[config.mk]
export PLATFORM = sky130hd
export DESIGN_NAME = uart_tx
export DESIGN_NICKNAME = d
export VERILOG_FILES = /design/src/rtl/uart_pkg.sv /design/src/rtl/uart_baud_tick.sv /design/src/rtl/uart_tx.sv
export SDC_FILE = /design/constraint.sdc
export NUM_CORES = 1
export LEC_CHECK = 0
export ABC_AREA = 1
export CORE_MARGIN = 5
export CORE_UTILIZATION = 59
export CTS_BUF_LIST = sky130_fd_sc_hd__clkbuf_2
export CTS_CLUSTER_SIZE = 40
export DETAILED_ROUTE_END_ITERATION = 12
export PLACE_DENSITY = 0.82
export SYNTH_ARGS = -nofsm -noshare
export SYNTH_HDL_FRONTEND = slang
export SYNTH_SLANG_ARGS = --single-unit
[constraint.sdc]
create_clock -name clk -period 1.65 [get_ports clk]
set_clock_uncertainty 0.2 [all_clocks]
set_input_delay 0.165 -clock clk [delete_from_list [all_inputs] [get_ports clk]]
set_output_delay 0.165 -clock clk [all_outputs]
set_load 0.1 [all_outputs]
[src/rtl/uart_pkg.sv]
// Shared definitions for the UART subsystem (transmitter and receiver).
// The optional even-parity bit of the transmitter is enabled by defining
// the UART_TX_PARITY_EN macro; the PARITY state below is only reached then.
package uart_pkg;

    // Transmitter frame states. PARITY is unused unless parity is enabled.
    typedef enum logic [2:0] {
        IDLE   = 3'd0,
        START  = 3'd1,
        DATA   = 3'd2,
        PARITY = 3'd3,
        STOP   = 3'd4
    } uart_tx_state_t;

    localparam int DEFAULT_DATA_BITS = 8;
    localparam int DEFAULT_BAUD      = 9600;
    localparam int DEFAULT_SYS_CLK   = 12000000;
    localparam int MIN_DATA_BITS     = 5;
    localparam int MAX_DATA_BITS     = 9;

    // A bit period shorter than two clocks leaves no room for a mid-bit
    // sample point on the receive side, so it is rejected at elaboration.
    localparam int MIN_CLKS_PER_BIT  = 2;

    // System clocks per line bit, truncated. Both directions of the UART
    // must agree on this value, so it lives here rather than in a module.
    function automatic int calc_clks_per_bit(input int sys_clk, input int baud);
        return sys_clk / baud;
    endfunction

endpackage

[src/rtl/uart_baud_tick.sv]
// Bit-period timer for the UART transmitter. While running it emits a
// one-cycle tick every CLKS_PER_BIT clocks; clearing it restarts the period
// so the first tick of a frame lands exactly one bit time after the start.
module uart_baud_tick
    import uart_pkg::*;
#(
    parameter int CLKS_PER_BIT = 1250
) (
    input  logic clk,
    input  logic rst,
    input  logic clear,
    input  logic run,
    output logic tick
);

    localparam int CNT_W = (CLKS_PER_BIT > 1) ? $clog2(CLKS_PER_BIT) : 1;
    localparam logic [CNT_W-1:0] LAST_COUNT = CNT_W'(CLKS_PER_BIT - 1);

    generate
        if (CLKS_PER_BIT < MIN_CLKS_PER_BIT) begin : g_bad_period
            $error("uart_baud_tick: CLKS_PER_BIT must be at least 2");
        end
    endgenerate

    logic [CNT_W-1:0] cnt;

    // The tick marks the last clock of the current bit period.
    assign tick = run && (cnt == LAST_COUNT);

    // Period counter: held at zero when stopped or cleared, wraps on tick.
    always_ff @(posedge clk or posedge rst) begin
        if (rst) begin
            cnt <= '0;
        end else if (clear || !run) begin
            cnt <= '0;
        end else if (tick) begin
            cnt <= '0;
        end else begin
            cnt <= cnt + CNT_W'(1);
        end
    end

endmodule

[src/rtl/uart_tx.sv]
// UART transmitter, 8N1 by default, LSB first, idle-high line.
// Define UART_TX_PARITY_EN to insert an even-parity bit (XOR of the data
// bits) between the last data bit and the stop bit.
//
// Request handshake: ready is high exactly when enable is high and the
// transmitter is idle. A rising edge with ready && new_data accepts the
// request and captures tx_input; tx_input is not looked at otherwise.
// A producer that keeps new_data high through the stop bit gets its next
// word accepted on the first idle cycle.
//
// The line is driven from a register one clock behind the state, so the
// start bit falls on the edge after acceptance. When frames are chained the
// stop bit therefore lasts one clock longer than a bit period.
module uart_tx
    import uart_pkg::*;
#(
    parameter int DATA_BITS = DEFAULT_DATA_BITS,
    parameter int BAUD      = DEFAULT_BAUD,
    parameter int SYS_CLK   = DEFAULT_SYS_CLK
) (
    input  logic                 clk,
    input  logic                 rst,
    input  logic                 enable,
    input  logic [DATA_BITS-1:0] tx_input,
    input  logic                 new_data,
    output logic                 tx_wire,
    output logic                 ready
);

    localparam int CLKS_PER_BIT = calc_clks_per_bit(SYS_CLK, BAUD);
    localparam int BIT_CNT_W    = $clog2(DATA_BITS);
    localparam logic [BIT_CNT_W-1:0] LAST_BIT = BIT_CNT_W'(DATA_BITS - 1);

    generate
        if (CLKS_PER_BIT < MIN_CLKS_PER_BIT) begin : g_bad_baud
            $error("uart_tx: SYS_CLK / BAUD must be at least 2");
        end
        if (DATA_BITS < MIN_DATA_BITS || DATA_BITS > MAX_DATA_BITS) begin : g_bad_width
            $error("uart_tx: DATA_BITS must be in 5..9");
        end
    endgenerate

    uart_tx_state_t         state;
    uart_tx_state_t         state_next;
    logic                   line_next;
    logic [DATA_BITS-1:0]   shift_reg;
    logic [BIT_CNT_W-1:0]   bit_cnt;
    logic                   accept;
    logic                   baud_tick;
    logic                   baud_run;
    logic                   baud_clear;
`ifdef UART_TX_PARITY_EN
    logic                   parity_bit;
`endif

    assign ready  = enable && (state == IDLE);
    assign accept = ready && new_data;

    // The bit timer runs for the whole frame and restarts on every accepted
    // request, so bit boundaries are always measured from the start bit.
    assign baud_run   = (state != IDLE);
    assign baud_clear = accept || !enable;

    uart_baud_tick #(
        .CLKS_PER_BIT (CLKS_PER_BIT)
    ) u_baud_tick (
        .clk   (clk),
        .rst   (rst),
        .clear (baud_clear),
        .run   (baud_run),
        .tick  (baud_tick)
    );

    // Frame state register.
    always_ff @(posedge clk or posedge rst) begin
        if (rst) begin
            state <= IDLE;
        end else begin
            state <= state_next;
        end
    end

    // Next-state and next line level; enable low overrides everything.
    always_comb begin
        state_next = state;
        line_next  = 1'b1;
        case (state)
            IDLE: begin
                line_next = 1'b1;
                if (accept) begin
                    state_next = START;
                end
            end
            START: begin
                line_next = 1'b0;
                if (baud_tick) begin
                    state_next = DATA;
                end
            end
            DATA: begin
                line_next = shift_reg[0];
                if (baud_tick && (bit_cnt == LAST_BIT)) begin
`ifdef UART_TX_PARITY_EN
                    state_next = PARITY;
`else
                    state_next = STOP;
`endif
                end
            end
`ifdef UART_TX_PARITY_EN
            PARITY: begin
                line_next = parity_bit;
                if (baud_tick) begin
                    state_next = STOP;
                end
            end
`endif
            STOP: begin
                line_next = 1'b1;
                if (baud_tick) begin
                    state_next = IDLE;
                end
            end
            default: begin
                state_next = IDLE;
                line_next  = 1'b1;
            end
        endcase
        if (!enable) begin
            state_next = IDLE;
            line_next  = 1'b1;
        end
    end

    // Registered serial line; reset drives it high without waiting for a clock.
    always_ff @(posedge clk or posedge rst) begin
        if (rst) begin
            tx_wire <= 1'b1;
        end else begin
            tx_wire <= line_next;
        end
    end

    // Data path: capture on acceptance, shift one bit out per data-bit tick.
    always_ff @(posedge clk or posedge rst) begin
        if (rst) begin
            shift_reg <= '0;
            bit_cnt   <= '0;
        end else if (accept) begin
            shift_reg <= tx_input;
            bit_cnt   <= '0;
        end else if (!enable) begin
            bit_cnt   <= '0;
        end else if ((state == DATA) && baud_tick) begin
            shift_reg <= shift_reg >> 1;
            bit_cnt   <= bit_cnt + BIT_CNT_W'(1);
        end
    end

`ifdef UART_TX_PARITY_EN
    // Even parity of the captured word, frozen for the rest of the frame.
    always_ff @(posedge clk or posedge rst) begin
        if (rst) begin
            parity_bit <= 1'b0;
        end else if (accept) begin
            parity_bit <= ^tx_input;
        end
    end
`endif

endmodule

==> metrics.txt, run 1 <==
P_leak between 0.0009 and 0.001 uW; via density per instance around 5.4; Max Slew Vio Count 0; Die Height around 61 um; gr usage total roughly a fifth; largest net degree at the start of global routing 27; # setup viols final 22; CP Cell Sequence inv_1 > ha_2 > inv_2 > nor2_4 > nand2_4 > nor2_8 > nand3_4 > nand2_8 > nand3_2 > nand2_1; routed vias approximately 1400; first-pass GRT wire length ~5700 um; CTS tree done; CORE AREA between 0.002 and 0.0025 mm2; most numerous cell in the Yosys netlist nand2_1; Netlist cell types 30; Reg clk slew, reported paths around 0.24 ns; n_diodes 0; cell area after synthesis around 0.0015 mm2; Post-synth EDFFs 0; asr flop ratio synth 100%; cell count after synthesis about 190; Largest register FFs 11; final hold violations 0; Gate power share 53.4%; Yosys top cell area share 41.0%; P_sw roughly 1100 uW; die footprint 0.00370 mm2; clk root buf clkbuf_2; Clock Path Buffers 2; Post-synth top cells nand2_1 (56), nand3_1 (29), dfrtp_1 (25); TritonCTS buffer count 3; global placement routability congestion between 0.8 and 0.9; RSZ-0062 raised after global routing true; Sw Ratio 44.5%; Req. time, crit path between 1.5 and 2 ns; Peak VDD IR 1.01 mV; Final HPWL DP around 2300 um; YS warnings 0; Max transition margin 77.9%; worst skew pair latency ~0.35 ns; initial core utilization around three fifths; Hold Path Class primary input to flop; drt pass-1 iters 4; worst slew pin tran around 0.33 ns; Crit path arrival time around 1.9 ns; antenna violations before repair 0; critical path capture point type flop; layout cell share with drive strength beyond 1 roughly 27%; Final min period roughly 1.7 ns; FMAX about 0.58 GHz; Hold Slack around 0.12 ns; input/output buffers 13; DRC 0; Internal ~1300 uW; post-route cell area ~0.0020 mm2; Seq/Total Area, Yosys 42.7%; setup TNS -0.953 ns; status complete, but fails checks; Top FF cell, synth dfrtp_1; Area Growth Syn to Fin 29.3%; H-tree levels 1; clock power share about a tenth; Max stage delay on crit path about 0.44 ns; Post-Syn Nets about 200; DRT iter0 DRCs 81; Detailed Route WL between 3000 and 4000 um; Max-cap violations 0; crit share post-route 105%; synthesized area per cell 8.07 um2; fin nets 237; Rows 18; #FFs+latches synth 26; Final Util 79.6%; vias in the first global route about 1300; routed len/inst around 14 um; area leader, netlist dfrtp_1; remaining antenna violation count 0; total global routing overflow 0; I/O pins 14; power per cell area about 1200 mW/mm2; failing checks negative setup slack; Final Worst Setup Slack -0.0878 ns; DIE WIDTH 60.8 um; Crit-path slowest cell dfrtp_1; top cells by area, synth dfrtp_1 (41%), nand2_1 (14%), nand3_1 (9.5%); Sink Count 26; Crit Path Max Fanout 7; sequential share of power between 30% and 40%; critical path class flop to flop; type of origin of the critical path flop; Reg2Reg Setup Slack -0.09 ns; Post-Place Cell Area ~0.0018 mm2
-- per-layer routing --
metal / global-route usage, % / routed length [um] / vias up
li1: - / - / 669
met1: 26.4 / 1420 / 644
met2: 35.1 / 1790 / 43
met3: 3.19 / 175 / 2
met4: 5.26 / 21 / 0
met5: 0 / 0 / -
-- logic make-up (layout without fill, tap and decap cells) --
logic type / count (synthesis) / count (layout) / share of synthesized area [%]
buffers and inverters: 22 / 53 / 6.40
AND/OR/NAND/NOR: 122 / 122 / 39.6
adder cells (fa/ha/maj): 4 / 4 / 3.28
flip-flops: 26 / 26 / 42.7
AO/OA/AOI/OAI: 7 / 7 / 3.36
XOR/XNOR: 8 / 8 / 4.59
-- path summary, 6_finish.rpt --
kind | from | end | cells after the start
worst min-delay path | tx_input[7] | shift_reg[7] | 3
worst min register to register | shift_reg[3] | shift_reg[3] | 2
max in group asynchronous | rst | tx_wire | 4
worst max-delay path | u_baud_tick.cnt[1] | shift_reg[1] | 10
worst max register to register | u_baud_tick.cnt[1] | shift_reg[1] | 10
min in group asynchronous | rst | u_baud_tick.cnt[7] | 4
-- power groups by stage --
stage / logic [uW] / registers (uW) / clock network [uW]
2_1_floorplan: 651 / 954 / 0
3_3_place_gp: 1010 / 883 / 0
3_5_place_dp: 1040 / 890 / 0
4_1_cts: 1190 / 861 / 253
5_1_grt: 1390 / 884 / 285
6_report: 1280 / 866 / 252
-- layout by cell type (no fill, tap or decap), types with 3 or more instances in the layout --
cell / instances
nand3_2: 12
clkdlybuf4s50_1: 11
nor2_1: 21
dfrtp_1: 23
buf_12: 3
nand2_1: 52
clkbuf_2: 4
xnor2_1: 3
nand2_2: 3
inv_1: 15
xor2_1: 5
nand4_1: 3
buf_4: 14
nand3_1: 17
-- worst max-delay path: cells and delay by family (launching register included) --
kind / cells / cell delay (ns)
adders and majority gates: 1 / 0.16
buffers and inverters: 2 / 0.10
DFF: 1 / 0.44
and+or+nand+nor: 7 / 0.77
-- final cells by class --
cell class	instances	area, um2
multi-input combinational	141	886
sequential	26	654
fill	171	505
timing repair buffer	30	297
inverter	19	77.6
tap	30	37.5
clock buffer	4	20.0
-- timing repair --
item                                   CTS  global route
gates resized for setup                  8            23
gates cloned                             0             0
setup endpoints to repair               20            24
hold buffers                             1             0
endpoints found under the hold margin   25             0
pin swaps                                3            13
setup buffers                            5             1
-- per-stage QoR --
stage / setup slack [ns] / std cells / total power (uW)
floorplan: 0.102 / 189 / 1610
global placement: -0.00590 / 239 / 1890
detailed placement: -0.0648 / 239 / 1930
CTS: -0.0381 / 249 / 2300
global route: -0.182 / 250 / 2560
finish: -0.0878 / 250 / 2400
(Power assumes the default switching activity.)
==> run 2, diff against run 1 <==
--- a/config.mk
+++ b/config.mk
@@ -9,7 +9,7 @@
 export CORE_MARGIN = 5
 export CORE_UTILIZATION = 59
 export CTS_BUF_LIST = sky130_fd_sc_hd__clkbuf_2
-export CTS_CLUSTER_SIZE = 40
+export CTS_CLUSTER_SIZE = 20
 export DETAILED_ROUTE_END_ITERATION = 12
 export PLACE_DENSITY = 0.82
 export SYNTH_ARGS = -nofsm -noshare
==> results of run 2 <==
Same layout as run 1: the final DEF is identical, and so are final timing and power.
